File: src/rtl/serial_addsub_acc_if.sv
// Command/result bundle for the digit-serial add/sub unit.
// The master is the upstream side that issues commands and takes results.
interface serial_addsub_acc_if #(parameter int WIDTH = 8);
  logic             in_valid;
  logic             in_ready;
  logic [WIDTH-1:0] op_a;
  logic [WIDTH-1:0] op_b;
  logic [1:0]       mode;
  logic             out_valid;
  logic             out_ready;
  logic [WIDTH-1:0] sum;
  logic             carry_out;
  logic             overflow;
  logic             zero;

  modport master (
    output in_valid, op_a, op_b, mode, out_ready,
    input  in_ready, out_valid, sum, carry_out, overflow, zero
  );

  modport slave (
    input  in_valid, op_a, op_b, mode, out_ready,
    output in_ready, out_valid, sum, carry_out, overflow, zero
  );
endinterface

File: src/rtl/serial_addsub_acc.sv
// Digit-serial adder/subtractor with an optional running accumulator.
// DIGIT bits per cycle, LSB first; the result is assembled from the MSB end.
module serial_addsub_acc #(
  parameter int WIDTH = 8,
  parameter int DIGIT = 1
) (
  input  logic              clk,
  input  logic              rst,
  serial_addsub_acc_if.slave io
);
  localparam int N     = WIDTH / DIGIT;
  localparam int CNT_W = (N > 1) ? $clog2(N) : 1;

  typedef enum logic [1:0] {IDLE, RUN, DONE} state_e;

  state_e             state_q, state_d;
  logic [WIDTH-1:0]   a_q, a_d, b_q, b_d, res_q, res_d;
  logic [WIDTH-1:0]   acc_q, acc_d, sum_q, sum_d;
  logic [CNT_W-1:0]   cnt_q, cnt_d;
  logic               carry_q, carry_d, acc_mode_q, acc_mode_d;
  logic               cout_q, cout_d, ovf_q, ovf_d, zero_q, zero_d;

  logic [DIGIT-1:0]   dsum;
  logic               dcarry, dcarry_msb;
  logic [WIDTH-1:0]   res_next;
  logic               last;

  // Ripple add of one digit; the carry into the top bit feeds the overflow flag.
  always_comb begin
    logic c;
    c          = carry_q;
    dcarry_msb = carry_q;
    dsum       = '0;
    for (int i = 0; i < DIGIT; i++) begin
      dcarry_msb = c;
      dsum[i]    = a_q[i] ^ b_q[i] ^ c;
      c          = (a_q[i] & b_q[i]) | (c & (a_q[i] ^ b_q[i]));
    end
    dcarry = c;
  end

  assign res_next = (res_q >> DIGIT) | (WIDTH'(dsum) << (WIDTH - DIGIT));
  assign last     = (cnt_q == CNT_W'(N - 1));

  always_comb begin
    state_d    = state_q;
    a_d        = a_q;
    b_d        = b_q;
    res_d      = res_q;
    acc_d      = acc_q;
    sum_d      = sum_q;
    cnt_d      = cnt_q;
    carry_d    = carry_q;
    acc_mode_d = acc_mode_q;
    cout_d     = cout_q;
    ovf_d      = ovf_q;
    zero_d     = zero_q;
    case (state_q)
      IDLE: begin
        if (io.in_valid) begin
          // Subtract is A + ~B + 1: invert B here and seed the carry with 1.
          a_d        = io.mode[1] ? acc_q : io.op_a;
          b_d        = io.mode[0] ? ~io.op_b : io.op_b;
          carry_d    = io.mode[0];
          acc_mode_d = io.mode[1];
          cnt_d      = '0;
          res_d      = '0;
          state_d    = RUN;
        end
      end
      RUN: begin
        a_d     = a_q >> DIGIT;
        b_d     = b_q >> DIGIT;
        res_d   = res_next;
        carry_d = dcarry;
        cnt_d   = cnt_q + CNT_W'(1);
        if (last) begin
          sum_d   = res_next;
          cout_d  = dcarry;
          ovf_d   = dcarry_msb ^ dcarry;
          zero_d  = (res_next == '0);
          if (acc_mode_q) acc_d = res_next;
          state_d = DONE;
        end
      end
      DONE: begin
        if (io.out_ready) state_d = IDLE;
      end
      default: state_d = IDLE;
    endcase
  end

  always_ff @(posedge clk) begin
    if (rst) begin
      state_q    <= IDLE;
      a_q        <= '0;
      b_q        <= '0;
      res_q      <= '0;
      acc_q      <= '0;
      sum_q      <= '0;
      cnt_q      <= '0;
      carry_q    <= 1'b0;
      acc_mode_q <= 1'b0;
      cout_q     <= 1'b0;
      ovf_q      <= 1'b0;
      zero_q     <= 1'b1;
    end else begin
      state_q    <= state_d;
      a_q        <= a_d;
      b_q        <= b_d;
      res_q      <= res_d;
      acc_q      <= acc_d;
      sum_q      <= sum_d;
      cnt_q      <= cnt_d;
      carry_q    <= carry_d;
      acc_mode_q <= acc_mode_d;
      cout_q     <= cout_d;
      ovf_q      <= ovf_d;
      zero_q     <= zero_d;
    end
  end

  assign io.in_ready  = (state_q == IDLE);
  assign io.out_valid = (state_q == DONE);
  assign io.sum       = sum_q;
  assign io.carry_out = cout_q;
  assign io.overflow  = ovf_q;
  assign io.zero      = zero_q;
endmodule

File: src/flat_wrapper.sv
// flat-port wrapper written by rule: the top's interface ports become plain ports
module serial_addsub_acc_flat 
#(
  parameter int WIDTH = 8,
  parameter int DIGIT = 1
)
  (clk, rst, io_in_valid, io_op_a, io_op_b, io_mode, io_out_ready, io_in_ready, io_out_valid, io_sum, io_carry_out, io_overflow, io_zero);
  serial_addsub_acc_if #(.WIDTH(WIDTH)) io_i ();
  input  logic clk;
  input  logic rst;
  input wire logic [$bits(io_i.in_valid)-1:0] io_in_valid;
  input wire logic [$bits(io_i.op_a)-1:0] io_op_a;
  input wire logic [$bits(io_i.op_b)-1:0] io_op_b;
  input wire logic [$bits(io_i.mode)-1:0] io_mode;
  input wire logic [$bits(io_i.out_ready)-1:0] io_out_ready;
  output wire logic [$bits(io_i.in_ready)-1:0] io_in_ready;
  output wire logic [$bits(io_i.out_valid)-1:0] io_out_valid;
  output wire logic [$bits(io_i.sum)-1:0] io_sum;
  output wire logic [$bits(io_i.carry_out)-1:0] io_carry_out;
  output wire logic [$bits(io_i.overflow)-1:0] io_overflow;
  output wire logic [$bits(io_i.zero)-1:0] io_zero;
  assign io_i.in_valid = io_in_valid;
  assign io_i.op_a = io_op_a;
  assign io_i.op_b = io_op_b;
  assign io_i.mode = io_mode;
  assign io_i.out_ready = io_out_ready;
  assign io_in_ready = io_i.in_ready;
  assign io_out_valid = io_i.out_valid;
  assign io_sum = io_i.sum;
  assign io_carry_out = io_i.carry_out;
  assign io_overflow = io_i.overflow;
  assign io_zero = io_i.zero;
  serial_addsub_acc #(.WIDTH(WIDTH), .DIGIT(DIGIT)) u_core (.clk(clk), .rst(rst), .io(io_i));
endmodule
File: config.mk
export PLATFORM = sky130hd
export DESIGN_NAME = serial_addsub_acc_flat
export DESIGN_NICKNAME = d
export VERILOG_FILES = /design/src/rtl/serial_addsub_acc_if.sv /design/src/rtl/serial_addsub_acc.sv /design/src/flat_wrapper.sv
export SDC_FILE = /design/constraint.sdc
export NUM_CORES = 1
export LEC_CHECK = 0
export CORE_MARGIN = 2
export CORE_UTILIZATION = 52
export DETAILED_ROUTE_END_ITERATION = 10
export PLACE_DENSITY_LB_ADDON = 0.3
export SYNTH_ARGS = -nofsm -noshare
export SYNTH_HDL_FRONTEND = slang
export SYNTH_SLANG_ARGS = --single-unit
File: constraint.sdc
create_clock -name clk -period 1.8 [get_ports clk]
set_clock_uncertainty 0.1 [all_clocks]
set_input_delay 0.36 -clock clk [delete_from_list [all_inputs] [get_ports clk]]
set_output_delay 0.36 -clock clk [all_outputs]
set_load 0.01 [all_outputs]
# Word-level counts from Yosys, hierarchy flattened
# Index checks and enable logic that the tools add are counted.
# Widths: inputs -> output; s select.
# op_classes
addsub	1
eq_ne	6
n_mux	16
bitwise	8
n_reduce_logical	8
# op_table
cell	n
$pmux 8 s2	3
$mux 8	5
$logic_not 8->1	1
$not 8->8	1
$or 7x8->8	1
$mux 2	3
$pmux 2 s3	1
$pmux 3 s2	1
$reduce_and 2->1	3
$reduce_and 3->1	2
$ne 2x2->1 const B	2
$add 3x1->3 const B	1
$eq 3x3->1 const B	1
$mux 3	1
$xor 1x1->1	3
$and 1x1->1	2
$eq 2x1->1 const B	1
$eq 2x2->1 const B	1
$logic_not 2->1	1
$ne 2x1->1 const B	1
$pmux 1 s2	1
$reduce_bool 2->1	1
$mux 1	1
$or 1x1->1	1
# word_totals
reg_bits	50
input_bits	22
out_inout_bits	13

# Longest topological paths before layout
# depth
depth_word	4
depth_mapped	6

# Worst setup path after synthesis
# No wires, ideal clock.
# synth_timing
kind	reg-to-reg
startpoint	register u_core.state_q[0]
endpoint	register u_core.b_q[6]
setup_ns	0.060
t_arrival_ns	1.279
t_required_ns	1.640
path_slack_ns	0.361
stages_incl_launch_ff	6
n_path_buf	2
cell_sequence	dfxtp_1 > or4b_1 > buf_2 > buf_6 > nor2_1 > a221o_1
# synth_between
elab_chain_len	3
word_cells_on_any_way	6
classes_between	2 x eq/ne; 1 x mux; 3 x reduce/logical
# synth_rtl
element	line_no	source
start, declared	serial_addsub_acc.sv:16	state_e state_q, state_d;
start signal, assigned	serial_addsub_acc.sv:108	state_q <= state_d;
$eq 2x1->1 / $logic_not 2->1 (equally long branches)	serial_addsub_acc.sv:58	case (state_q)
$reduce_bool 2->1 (no line) / $ne 2x2->1 (equally long branches)	-	
$reduce_and 2->1 (no line)	-	
end signal, assigned	serial_addsub_acc.sv:97	b_q <= '0;
end signal, assigned	serial_addsub_acc.sv:110	b_q <= b_d;
end, declared	serial_addsub_acc.sv:17	logic [WIDTH-1:0] a_q, a_d, b_q, b_d, res_q, res_d;
# Several ways; a longest one is shown, not always the timed one.
# A chain may end at the register's enable or synchronous reset.

# Worst setup path after layout
# layout_timing
startpoint	input io_in_valid
endpoint	register u_core.b_q[1]
# layout_between
elab_chain_len	2
# layout_rtl
element	line_no	source
start, declared	flat_wrapper.sv:11	input wire logic [$bits(io_i.in_valid)-1:0] io_in_valid;
$ne 2x2->1 (no line)	-	
$reduce_and 2->1 (no line)	-	
# Every way passes these cells.

==> key figures <==
STA
  – Hold violation total from the final report: 0
  – Final hold slack: roughly 0.36 ns
  – Total negative slack: 0 ns
  – Achievable frequency: 592 MHz
  – Min Tclk post-route: around 1.7 ns
  – Final clock period utilization by the worst path: a little over nine tenths
  – Actual slew at the worst max-slew pin: around 0.57 ns
  – Final max-slew violation count: 0
  – Final setup fails: 0
  – RSZ-0062 raised after global routing: false
  – Slew headroom: between 60% and 70%

Floorplan
  – Die extent in y: 66.6 um
  – Cell Rows: 22
  – Starting Density: roughly 55%
  – Core Footprint: 0.00372 mm2
  – Die outline area: 0.00443 mm2
  – Ports placed on the boundary: 35
  – Die width: ~67 um

Routing
  – Violation count after the first detailed-routing iteration: roughly 140
  – Detail Route Antenna Nets: 0
  – Total iterations of the first detailed-routing run: 4
  – Routed metal-1 wirelength: around 1900 um
  – Detailed route wirelength on metal3: around 230 um
  – WL met2: between 1500 and 2000 um
  – Wirelength per Cell: around 13 um
  – DR vias/cell: 5.59
  – # DRC: 0
  – Uppermost layer routed: met4
  – DR vias: 1723
  – Detailed-route wire length: 4130 um

GRT
  – Via count of the first global-routing pass: roughly 1600
  – Total routing resource utilization after global routing: a little over a fifth
  – Total congestion overflow: 0
  – Antenna violations before repair: 0
  – Maximum number of pins on one net before global-route repair: 36
  – Global-route wire length before repair: between 7000 and 8000 um

Logic synthesis
  – Number of warning messages in the yosys log: 0
  – Area share of the leading cell type in the synthesized netlist: between 40% and 50%
  – Dominant combinational cell family by area after synthesis: compound AO/OA/AOI/OAI gates
  – Post-synthesis mux area share: approximately 4.9%
  – Top FF cell, synth: dfxtp_1
  – Synth Area in Compound Gates: a little under a fifth
  – Commonest cells in the netlist: 49 x dfxtp_1, 37 x nand2_1, 29 x nor2_1
  – Sequential area share after synthesis: between 40% and 50%
  – Number of synthesized flops with an enable pin: 0
  – Count of state elements after synthesis: 49
  – Number of distinct library cell variants in the gate-level netlist after synthesis: 33
  – Cells taking the most area after synthesis: dfxtp_1 48%, nand2_1 6.8%, nor2_1 5.4%, a21oi_1 5.2%, a221o_2 5.0%
  – Most frequent cell after synthesis: dfxtp_1
  – Summed instance area of the synthesized netlist: 0.00203 mm2
  – Proportion of register bits with asynchronous set or reset after synthesis: 0%
  – Parity-gate share of the synthesized area counting xor and xnor cells: approximately 3.9%
  – Syn avg cell area: between 9 and 10 um2
  – Synthesized net count: around 250
  – Synth area leader: dfxtp_1
  – Fraction of the mapped netlist area in adder cells: around 2.2%
  – Count of mapped cells out of synthesis: roughly 220
  – Post-synthesis simple-gate area fraction: between 15 and 20%

Finish
  – Final core occ: between 60% and 70%
  – Post-route standard cell area excluding fillers: 0.00256 mm2
  – Number of filler instances in the final layout: roughly 320
  – Area growth from synthesis to final layout: 26.0%
  – Antenna cells: 0
  – Fraction of final layout cells sized beyond drive strength 1: roughly 12%
  – Count of nets after finishing: between 200 and 300

Place
  – Detail Placement HPWL: around 2900 um
  – Cell area after placement: about 0.0025 mm2
  – Placer's final routability congestion estimate: slightly below 0.8
  – Port buffer count: 34

Worst setup path
  – WP buf/inv: 3
  – Highest fanout seen on the critical path: 14
  – Data arrival time of the critical path: between 1.5 and 2 ns
  – Kind of critical path: primary input to flip-flop
  – Most common cell type on the critical path: buf_4
  – Max incr delay on CP: ~0.47 ns
  – CP required: roughly 2 ns
  – Ordered cell list for the critical path: clkdlybuf4s50_1 > buf_4 > or4b_1 > buf_4 > nor2_1 > a221o_2
  – Crit end category: flip-flop
  – CP startpoint kind: primary input
  – Slowest cell on the critical path: clkdlybuf4s50_1
  – Cell family with the largest share of critical-path delay: buffers and inverters

Job
  – MaxCap Viol Count: 0

CTS
  – Hold buffers post-CTS: 0
  – CTS tree: done
  – Insertion delay of the later-clocked pin in the worst-skew pair: 0.30 ns
  – CTS resizes: 5
  – Clock slew at reported path FFs: 0.09 ns
  – CTS buffer count: 5
  – Clk sink count: 49
  – CTS root buffer: clkbuf_8
  – Number of H-tree levels: 2
  – Number of setup buffers added after CTS: 0
  – Number of buffers between clock root and the deepest sink: 2

Pwr
  – Maximum resistive drop on vdd: between 600 and 700 uV
  – Static Leak: ~0.95 nW
  – Tot Pwr: 2.00 mW
  – Power per cell area: 781 mW/mm2

Min path
  – Worst min-delay path category: flip-flop to flip-flop

Status
  – Run status: complete, no violations
[per-layer routing]
metal	track usage, %	vias to the layer above
met4	5.61	0
li1	-	858
met1	27.1	825
met2	33.8	36
met3	7.26	4
met5	0	-
[worst register-to-register path: stages (launching register included)]
cell and delay, ns:
dfxtp_4 0.38, buf_4 0.15, or4b_1 0.49, buf_4 0.20, nor2_1 0.15, a221o_2 0.13
[flip-flops by register name (all words and copies together) (netlist names)]
signal,flops
u_core.carry_q,1
u_core.cnt_q,3
u_core.res_q,7
u_core.acc_mode_q,1
u_core.acc_q,8
u_core.state_q,2
u_core.io.zero,1
u_core.io.carry_out,1
u_core.io.sum,8
u_core.a_q,8
u_core.b_q,8
u_core.io.overflow,1
[layout by cell type, fill, tap and decap left out, drive strengths merged, types with 2 or more instances in the layout]
cell type / netlist / final
nor2: 29 / 29
mux2i: 10 / 10
xnor2: 9 / 9
nand2b: 2 / 2
nand2: 37 / 37
clkbuf: 5 / 6
a21oi: 21 / 21
clkdlybuf4s50: 0 / 32
o21ai: 2 / 2
dfxtp: 49 / 49
buf: 12 / 12
a221o: 14 / 14
inv: 2 / 3
a22oi: 9 / 9
nor2b: 3 / 3
nor4: 2 / 2
a211oi: 2 / 2
a221oi: 2 / 2
ha: 2 / 2
[worst paths after layout]
path | cells past startpoint | slack [ns] | end | start
worst max-delay path | 6 | 0.11 | u_core.b_q[1] | io_in_valid
worst min-delay path | 2 | 0.36 | u_core.io.sum[1] | u_core.io.sum[1]
worst max register to register | 5 | 0.16 | u_core.b_q[1] | u_core.state_q[1]
worst min register to register | 2 | 0.36 | u_core.io.sum[1] | u_core.io.sum[1]
[stage by stage]
| stage | setup WS (ns) | cells |
|---|---|---|
| 5_1_grt | 0.00346 | 308 |
| 6_report | 0.111 | 308 |
| 3_5_place_dp | -0.356 | 300 |
| 2_1_floorplan | 0.361 | 223 |
| 3_3_place_gp | -0.307 | 300 |
| 4_1_cts | 0.00853 | 308 |
[layout make-up]
class                      count  area (um2)  share of cell area, %
tap                           48        60.1                   2.34
timing repair buffer          46         457                   17.8
multi-input combinational    155         966                   37.7
sequential                    49         986                   38.5
clock buffer                   6        72.6                   2.83
clock inverter                 2        13.8                  0.537
inverter                       2        7.51                  0.293
[cell families after synthesis]
kind of cell / Yosys count
AO/OA/AOI/OAI: 51
XOR/XNOR: 9
adder cells (fa/ha/maj): 3
buffers and inverters: 19
flip-flops: 49
multiplexers: 10
AND/OR/NAND/NOR: 82
[report_power, final]
group	leakage (nW)	total, mW	switching (mW)	internal, mW
sequential	0.399	1.14	0.0248	1.11
combinational	0.506	0.225	0.0968	0.128
clock	0.0456	0.640	0.363	0.277
total	0.950	2.00	0.484	1.52
Note: power is estimated with default switching activity, not from simulation.
